**src/rtl/lsu_core.sv**
```systemverilog
// Load/store unit: one access at a time, byte-lane steering, load extension, memory-mapped output port.
// Optional macro LSU_MISALIGN_SPLIT_EN splits misaligned accesses into two aligned beats.
module lsu_core #(
   parameter int                XLEN         = 32,
   parameter int                ADDR_W       = 32,
   parameter logic [ADDR_W-1:0] OUTPORT_ADDR = ADDR_W'(32'hfffc)
) (
   input  logic              clk,
   input  logic              rst_n,
   input  logic              req_valid,
   output logic              req_ready,
   input  logic              req_is_store,
   input  logic [2:0]        req_funct3,
   input  logic [ADDR_W-1:0] req_addr,
   input  logic [XLEN-1:0]   req_wdata,
   output logic              resp_valid,
   output logic [XLEN-1:0]   resp_rdata,
   output logic              resp_fault,
   output logic              mem_req_valid,
   input  logic              mem_req_ready,
   output logic              mem_we,
   output logic [ADDR_W-1:0] mem_addr,
   output logic [XLEN-1:0]   mem_wdata,
   output logic [XLEN/8-1:0] mem_be,
   input  logic              mem_rvalid,
   input  logic [XLEN-1:0]   mem_rdata,
   output logic [XLEN-1:0]   outport
);
   localparam int NB = XLEN / 8;
   localparam int OW = $clog2(NB);
   localparam int BW = 2 * NB;

   typedef enum logic [2:0] {IDLE, REQ0, WAIT0, REQ1, WAIT1, RESP} state_t;

   state_t            state_q, state_d;
   logic              is_store_q, is_store_d;
   logic [2:0]        f3_q, f3_d;
   logic [ADDR_W-1:0] addr_q, addr_d;
   logic [XLEN-1:0]   wdata_q, wdata_d;
   logic              fault_q, fault_d;
   logic [XLEN-1:0]   beat0_q, beat0_d;
   logic [XLEN-1:0]   rdata_q, rdata_d;
   logic [XLEN-1:0]   outport_q, outport_d;

   logic [OW-1:0]     off;
   logic [BW-1:0]     be_full;
   logic [2*XLEN-1:0] wd_full;
   logic [ADDR_W-1:0] base;
   logic              beat1;
   logic              split_need;

   function automatic logic f3_legal(input logic [2:0] f3, input logic st);
      logic ok;
      case (f3)
         3'b000, 3'b001, 3'b010: ok = 1'b1;
         3'b100, 3'b101:         ok = ~st;
         3'b011:                 ok = (XLEN == 64);
         3'b110:                 ok = (XLEN == 64) & ~st;
         default:                ok = 1'b0;
      endcase
      return ok;
   endfunction

   function automatic logic misaligned(input logic [ADDR_W-1:0] a, input logic [2:0] f3);
      logic m;
      case (f3[1:0])
         2'd0:    m = 1'b0;
         2'd1:    m = a[0];
         2'd2:    m = |a[1:0];
         default: m = |a[2:0];
      endcase
      return m;
   endfunction

   function automatic logic [BW-1:0] size_mask(input logic [1:0] sz);
      logic [BW-1:0] m;
      case (sz)
         2'd0:    m = BW'(8'h01);
         2'd1:    m = BW'(8'h03);
         2'd2:    m = BW'(8'h0f);
         default: m = BW'(8'hff);
      endcase
      return m;
   endfunction

   // Both beats are concatenated so a split load extends exactly like a single-beat one.
   function automatic logic [XLEN-1:0] ld_ext(input logic [2*XLEN-1:0] beats,
                                              input logic [OW-1:0] o, input logic [2:0] f3);
      logic [2*XLEN-1:0] s;
      logic [XLEN-1:0]   keep;
      logic              sgn;
      s = beats >> {o, 3'b000};
      case (f3[1:0])
         2'd0:    begin keep = XLEN'(8'hff);         sgn = s[7];  end
         2'd1:    begin keep = XLEN'(16'hffff);      sgn = s[15]; end
         2'd2:    begin keep = XLEN'(32'hffff_ffff); sgn = s[31]; end
         default: begin keep = '1;                   sgn = s[63]; end
      endcase
      sgn = sgn & ~f3[2];
      return (s[XLEN-1:0] & keep) | (sgn ? ~keep : '0);
   endfunction

   assign off     = addr_q[OW-1:0];
   assign be_full = size_mask(f3_q[1:0]) << off;
   assign wd_full = {{XLEN{1'b0}}, wdata_q} << {off, 3'b000};
   assign base    = {addr_q[ADDR_W-1:OW], {OW{1'b0}}};
   assign beat1   = (state_q == REQ1);

`ifdef LSU_MISALIGN_SPLIT_EN
   assign split_need = misaligned(addr_q, f3_q);
`else
   assign split_need = 1'b0;
`endif

   always_comb begin
      state_d    = state_q;
      is_store_d = is_store_q;
      f3_d       = f3_q;
      addr_d     = addr_q;
      wdata_d    = wdata_q;
      fault_d    = fault_q;
      beat0_d    = beat0_q;
      rdata_d    = rdata_q;
      outport_d  = outport_q;
      case (state_q)
         IDLE: if (req_valid) begin
            is_store_d = req_is_store;
            f3_d       = req_funct3;
            addr_d     = req_addr;
            wdata_d    = req_wdata;
            fault_d    = 1'b0;
            rdata_d    = '0;
            if (!f3_legal(req_funct3, req_is_store)) begin
               fault_d = 1'b1;
               state_d = RESP;
            end else if (req_is_store && req_addr == OUTPORT_ADDR && req_funct3 == 3'b010) begin
               outport_d = XLEN'(req_wdata[31:0]);
               state_d   = RESP;
`ifndef LSU_MISALIGN_SPLIT_EN
            end else if (misaligned(req_addr, req_funct3)) begin
               fault_d = 1'b1;
               state_d = RESP;
`endif
            end else begin
               state_d = REQ0;
            end
         end
         REQ0: if (mem_req_ready) begin
            if (!is_store_q)     state_d = WAIT0;
            else if (split_need) state_d = REQ1;
            else                 state_d = RESP;
         end
         WAIT0: if (mem_rvalid) begin
            beat0_d = mem_rdata;
            if (split_need) begin
               state_d = REQ1;
            end else begin
               rdata_d = ld_ext({{XLEN{1'b0}}, mem_rdata}, off, f3_q);
               state_d = RESP;
            end
         end
         REQ1: if (mem_req_ready) state_d = is_store_q ? RESP : WAIT1;
         WAIT1: if (mem_rvalid) begin
            rdata_d = ld_ext({mem_rdata, beat0_q}, off, f3_q);
            state_d = RESP;
         end
         RESP:    state_d = IDLE;
         default: state_d = IDLE;
      endcase
   end

   always_ff @(posedge clk or negedge rst_n) begin
      if (!rst_n) begin
         state_q    <= IDLE;
         is_store_q <= 1'b0;
         f3_q       <= '0;
         addr_q     <= '0;
         wdata_q    <= '0;
         fault_q    <= 1'b0;
         beat0_q    <= '0;
         rdata_q    <= '0;
         outport_q  <= '0;
      end else begin
         state_q    <= state_d;
         is_store_q <= is_store_d;
         f3_q       <= f3_d;
         addr_q     <= addr_d;
         wdata_q    <= wdata_d;
         fault_q    <= fault_d;
         beat0_q    <= beat0_d;
         rdata_q    <= rdata_d;
         outport_q  <= outport_d;
      end
   end

   // Memory-side fields are gated by valid so they read zero whenever no beat is offered.
   assign req_ready     = (state_q == IDLE);
   assign mem_req_valid = (state_q == REQ0) || beat1;
   assign mem_we        = mem_req_valid & is_store_q;
   assign mem_addr      = mem_req_valid ? (beat1 ? base + ADDR_W'(NB) : base) : '0;
   assign mem_be        = mem_req_valid ? (beat1 ? be_full[BW-1:NB] : be_full[NB-1:0]) : '0;
   assign mem_wdata     = mem_req_valid ? (beat1 ? wd_full[2*XLEN-1:XLEN] : wd_full[XLEN-1:0]) : '0;
   assign resp_valid    = (state_q == RESP);
   assign resp_fault    = resp_valid & fault_q;
   assign resp_rdata    = resp_valid ? rdata_q : '0;
   assign outport       = outport_q;

endmodule

```
**config.mk**
```make
export PLATFORM = sky130hd
export DESIGN_NAME = lsu_core
export DESIGN_NICKNAME = d
export VERILOG_FILES = /design/src/rtl/lsu_core.sv
export SDC_FILE = /design/constraint.sdc
export NUM_CORES = 1
export LEC_CHECK = 0
export ABC_AREA = 1
export CORE_MARGIN = 5
export CORE_UTILIZATION = 40
export DETAILED_ROUTE_END_ITERATION = 16
export PLACE_DENSITY_LB_ADDON = 0.3
export SYNTH_ARGS = -nofsm -noshare
export SYNTH_HDL_FRONTEND = slang
export SYNTH_SLANG_ARGS = --single-unit
export TNS_END_PERCENT = 50
```
**constraint.sdc**
```tcl
create_clock -name clk -period 3.3 [get_ports clk]
set_input_delay 0.33 -clock clk [delete_from_list [all_inputs] [get_ports clk]]
set_output_delay 0.33 -clock clk [all_outputs]
set_load 0.01 [all_outputs]
```
==> out/qor.csv <==
stage,metric,value,unit
logic_synthesis,Synth Area per Inst,6.763,um2
critical_path,CP startpoint kind,flip-flop,
die,area of the die,0.03021,mm2
sta,fin crit period,3.142,ns
logic_synthesis,Post-synth EDFFs,0,
logic_synthesis,post-synth top area cell,dfrtp_1,
sta,"Hold Vio Cnt, Final",0,
sta,worst rel slew slack,36.68,%
place,RD Place Congestion,0.9205,
logic_synthesis,Yosys top cell area share,39.17,%
finish,multi-input logic area,0.005313,mm2
logic_synthesis,adder-cell share of the synthesized area,0.1166,%
die,core area,0.02665,mm2
place,Post-Place Cells,2102,
logic_synthesis,Most used DFF post-synth,dfrtp_1,
logic_synthesis,multiplexer share of the synthesized area,0.7344,%
logic_synthesis,"Async S/R FF share, synth",100.0,%
grt,largest net degree at the start of global routing,106,
logic_synthesis,"Warnings, synthesis",0,
logic_synthesis,largest family of logic cells by synthesized area,simple AND/OR/NAND/NOR gates,
job,# Max-Cap Violations,0,
logic_synthesis,register area share after synthesis,39.17,%
place,PortBufs,239,
logic_synthesis,top post-synthesis cells by area,"dfrtp_1 39%, nand2_1 17%, o21ai_0 10%, inv_1 7.0%, nor2_1 4.5%",
critical_path,CP required,2.97,ns
detailed_routing,Via density,5.164,
finish,finished layout cell area,0.01395,mm2
sta,# setup viols final,0,
critical_path,CP Class,reg2out,
clocking,Worst-Skew Late Latency,0.45,ns
sta,Fmax achieved,0.3183,GHz
clocking,postcts setup bufs,0,
sta,worst slew pin tran,0.9488,ns
sta,RSZ-0062 raised after global routing,true,
detailed_routing,first drt pass iteration count,6,
sta,Final period util,95.21,%
grt,vias in the first global route,10540,
place,Area after DPL,0.01332,mm2
clocking,clk buf depth,2,
clocking,clk slew on worst S/H paths,0.09,ns
logic_synthesis,Syn Inst Count,1587,
logic_synthesis,Synth Area in XOR/XNOR,0.4896,%
sta,"Slew Viols, Final",0,
die,FP Rows,60,
logic_synthesis,"Cell Area, Synth",0.01073,mm2
power,Peak VDD IR,421.2,uV
grt,initial antenna violation count,1,
critical_path,CP max FO,8,
critical_path,critical path data arrival time,2.81,ns
grt,global-route wire length before repair,57.62,mm
detailed_routing,overall via count from detail_route,11030,
logic_synthesis,post-synthesis compound-gate area fraction,19.11,%
die,Die Wd,173.8,um
critical_path,CP Capture Type,primary output,
die,initial core utilization,40.27,%
min_path,Worst Hold Class,in2async,
clocking,clk root buf,clkbuf_16,
logic_synthesis,register bit count reported by yosys,168,
logic_synthesis,Synth cell types,42,
detailed_routing,# DRC,0,
clocking,CTS buffer count,17,
sta,worst hold margin,0.4455,ns
clocking,CTS tree,yes,
finish,"Cell Count, Final, Fillers Out",2136,
finish,register cell area after layout,0.004208,mm2
grt,Overflow after GRT,0,
detailed_routing,Post-Route WL,35.63,mm
run_status,status,finished clean,
clocking,clk sinks,168,
logic_synthesis,most numerous cell in the Yosys netlist,nand2_1,
power,Pleak,6.424,nW
finish,"Area growth, synth to finish",30.02,%
place,DPL Wire Length,26.34,mm
critical_path,FF-to-FF path depth,14,
die,Die Ht,173.8,um
sta,clk_skew,0.02181,ns
power,P per Cell Area,824.5,mW/mm2
logic_synthesis,simple-gate share of the synthesized area,28.89,%
grt,Global Route Usage Sum,23.30,%
detailed_routing,initial DRC count,1215,
finish,layout cell share with drive strength beyond 1,7.302,%
logic_synthesis,Post-synth top cells,"488 x nand2_1, 222 x o21ai_0, 199 x inv_1, 168 x dfrtp_1, 128 x nor2_1",
finish,fill cell count,2616,
detailed_routing,Avg WL per Cell,16.68,um
clocking,htree depth,4,
detailed_routing,antenna-violating nets left,0,
finish,Layout Nets,1887,
die,IO Count,242,
==> cell type report <==
type,count,area share (%)
antenna,1,0.01793
sequential,168,30.15
timing repair buffer,267,18.77
inverter,205,5.514
multi-input combinational,1122,38.07
clock inverter,15,1.372
tap,341,3.057
clock buffer,17,3.049
==> metal layers <==
layer	up-vias	wire length (um)	track usage [%]	part of all wire [%]
met1	5017	15960	32.47	45
li1	5484	-	-	-
met3	49	2937	5.605	8.2
met5	-	0	0	0
met2	481	15960	36.29	45
met4	0	775	6.631	2.2
==> path summary, 6_finish.rpt <==
path / slack, ns / from / endpoint
max: 0.16 / state_q[2]$_DFFE_PN0P_ / mem_wdata[17]
min: 0.45 / rst_n / outport[27]$_DFFE_PN0P_
max reg2reg: 0.58 / addr_q[0]$_DFFE_PN0P_ / rdata_q[9]$_DFFE_PN0P_
min reg2reg: 0.48 / outport[12]$_DFFE_PN0P_ / outport[12]$_DFFE_PN0P_
max in group asynchronous: 1.96 / rst_n / rdata_q[17]$_DFFE_PN0P_
min in group clk: 0.45 / req_wdata[29] / outport[29]$_DFFE_PN0P_
==> logic make-up after synthesis <==
logic type	after synthesis
fa+ha+maj	1
buf+inv	298
simple gates	745
flops	168
xor+xnor	6
other cells	1
mux	7
compound gates	361
==> placed cells by master, fill, tap and decap left out, drive strengths merged, types with 9 or more instances in the layout <==
cell type,instances
a21oi,51
a31oi,9
buf,28
clkbuf,17
clkdlybuf4s50,238
dfrtp,168
inv,213
nand2,495
nand3,64
nand4,26
nor2,142
nor3,11
o211ai,12
o21ai,256
o22ai,12
==> critical path: stages (launching register included) <==
cell and delay, ns:
dfrtp_1 0.46, nor2_2 0.22, nand2_2 0.15, inv_1 0.17, nand2_1 0.20, o21ai_0 0.29, a22oi_1 0.11, nor2_1 0.19
clkdlybuf4s50_1 0.59
==> through the flow <==
step / setup WS, ns / utilization [%] / total power, mW / setup TNS, ns
CTS: 0.1341 / 52.31 / 11.49 / 0
global route: -0.01453 / 52.36 / 12.43 / -0.02880
global placement: 0.6333 / 49.96 / 9.308 / 0
finish: 0.1581 / 52.36 / 11.51 / 0
detailed placement: 0.6094 / 49.96 / 9.353 / 0
floorplan: 1.386 / - / 7.069 / 0
==> power breakdown <==
part,switching (mW),internal [mW]
combinational,3.87,2.20
sequential,0.569,2.77
clock,1.06,1.04
total,5.50,6.01
==> flip-flops by register name, indices dropped and copies added (netlist names) <==
name / count
wdata_q: 32
state_q: 3
rdata_q: 32
beat0_q: 32
fault_q: 1
f3_q: 3
outport: 32
addr_q: 32
is_store_q: 1
==> what timing repair did <==
item                                    4_1_cts  5_1_grt
hold endpoints to repair                     70        0
endpoints found under the setup margin        0        4
resized for setup                             0        2
hold buffers                                  1        0
Note: power is estimated with default switching activity, not from simulation.
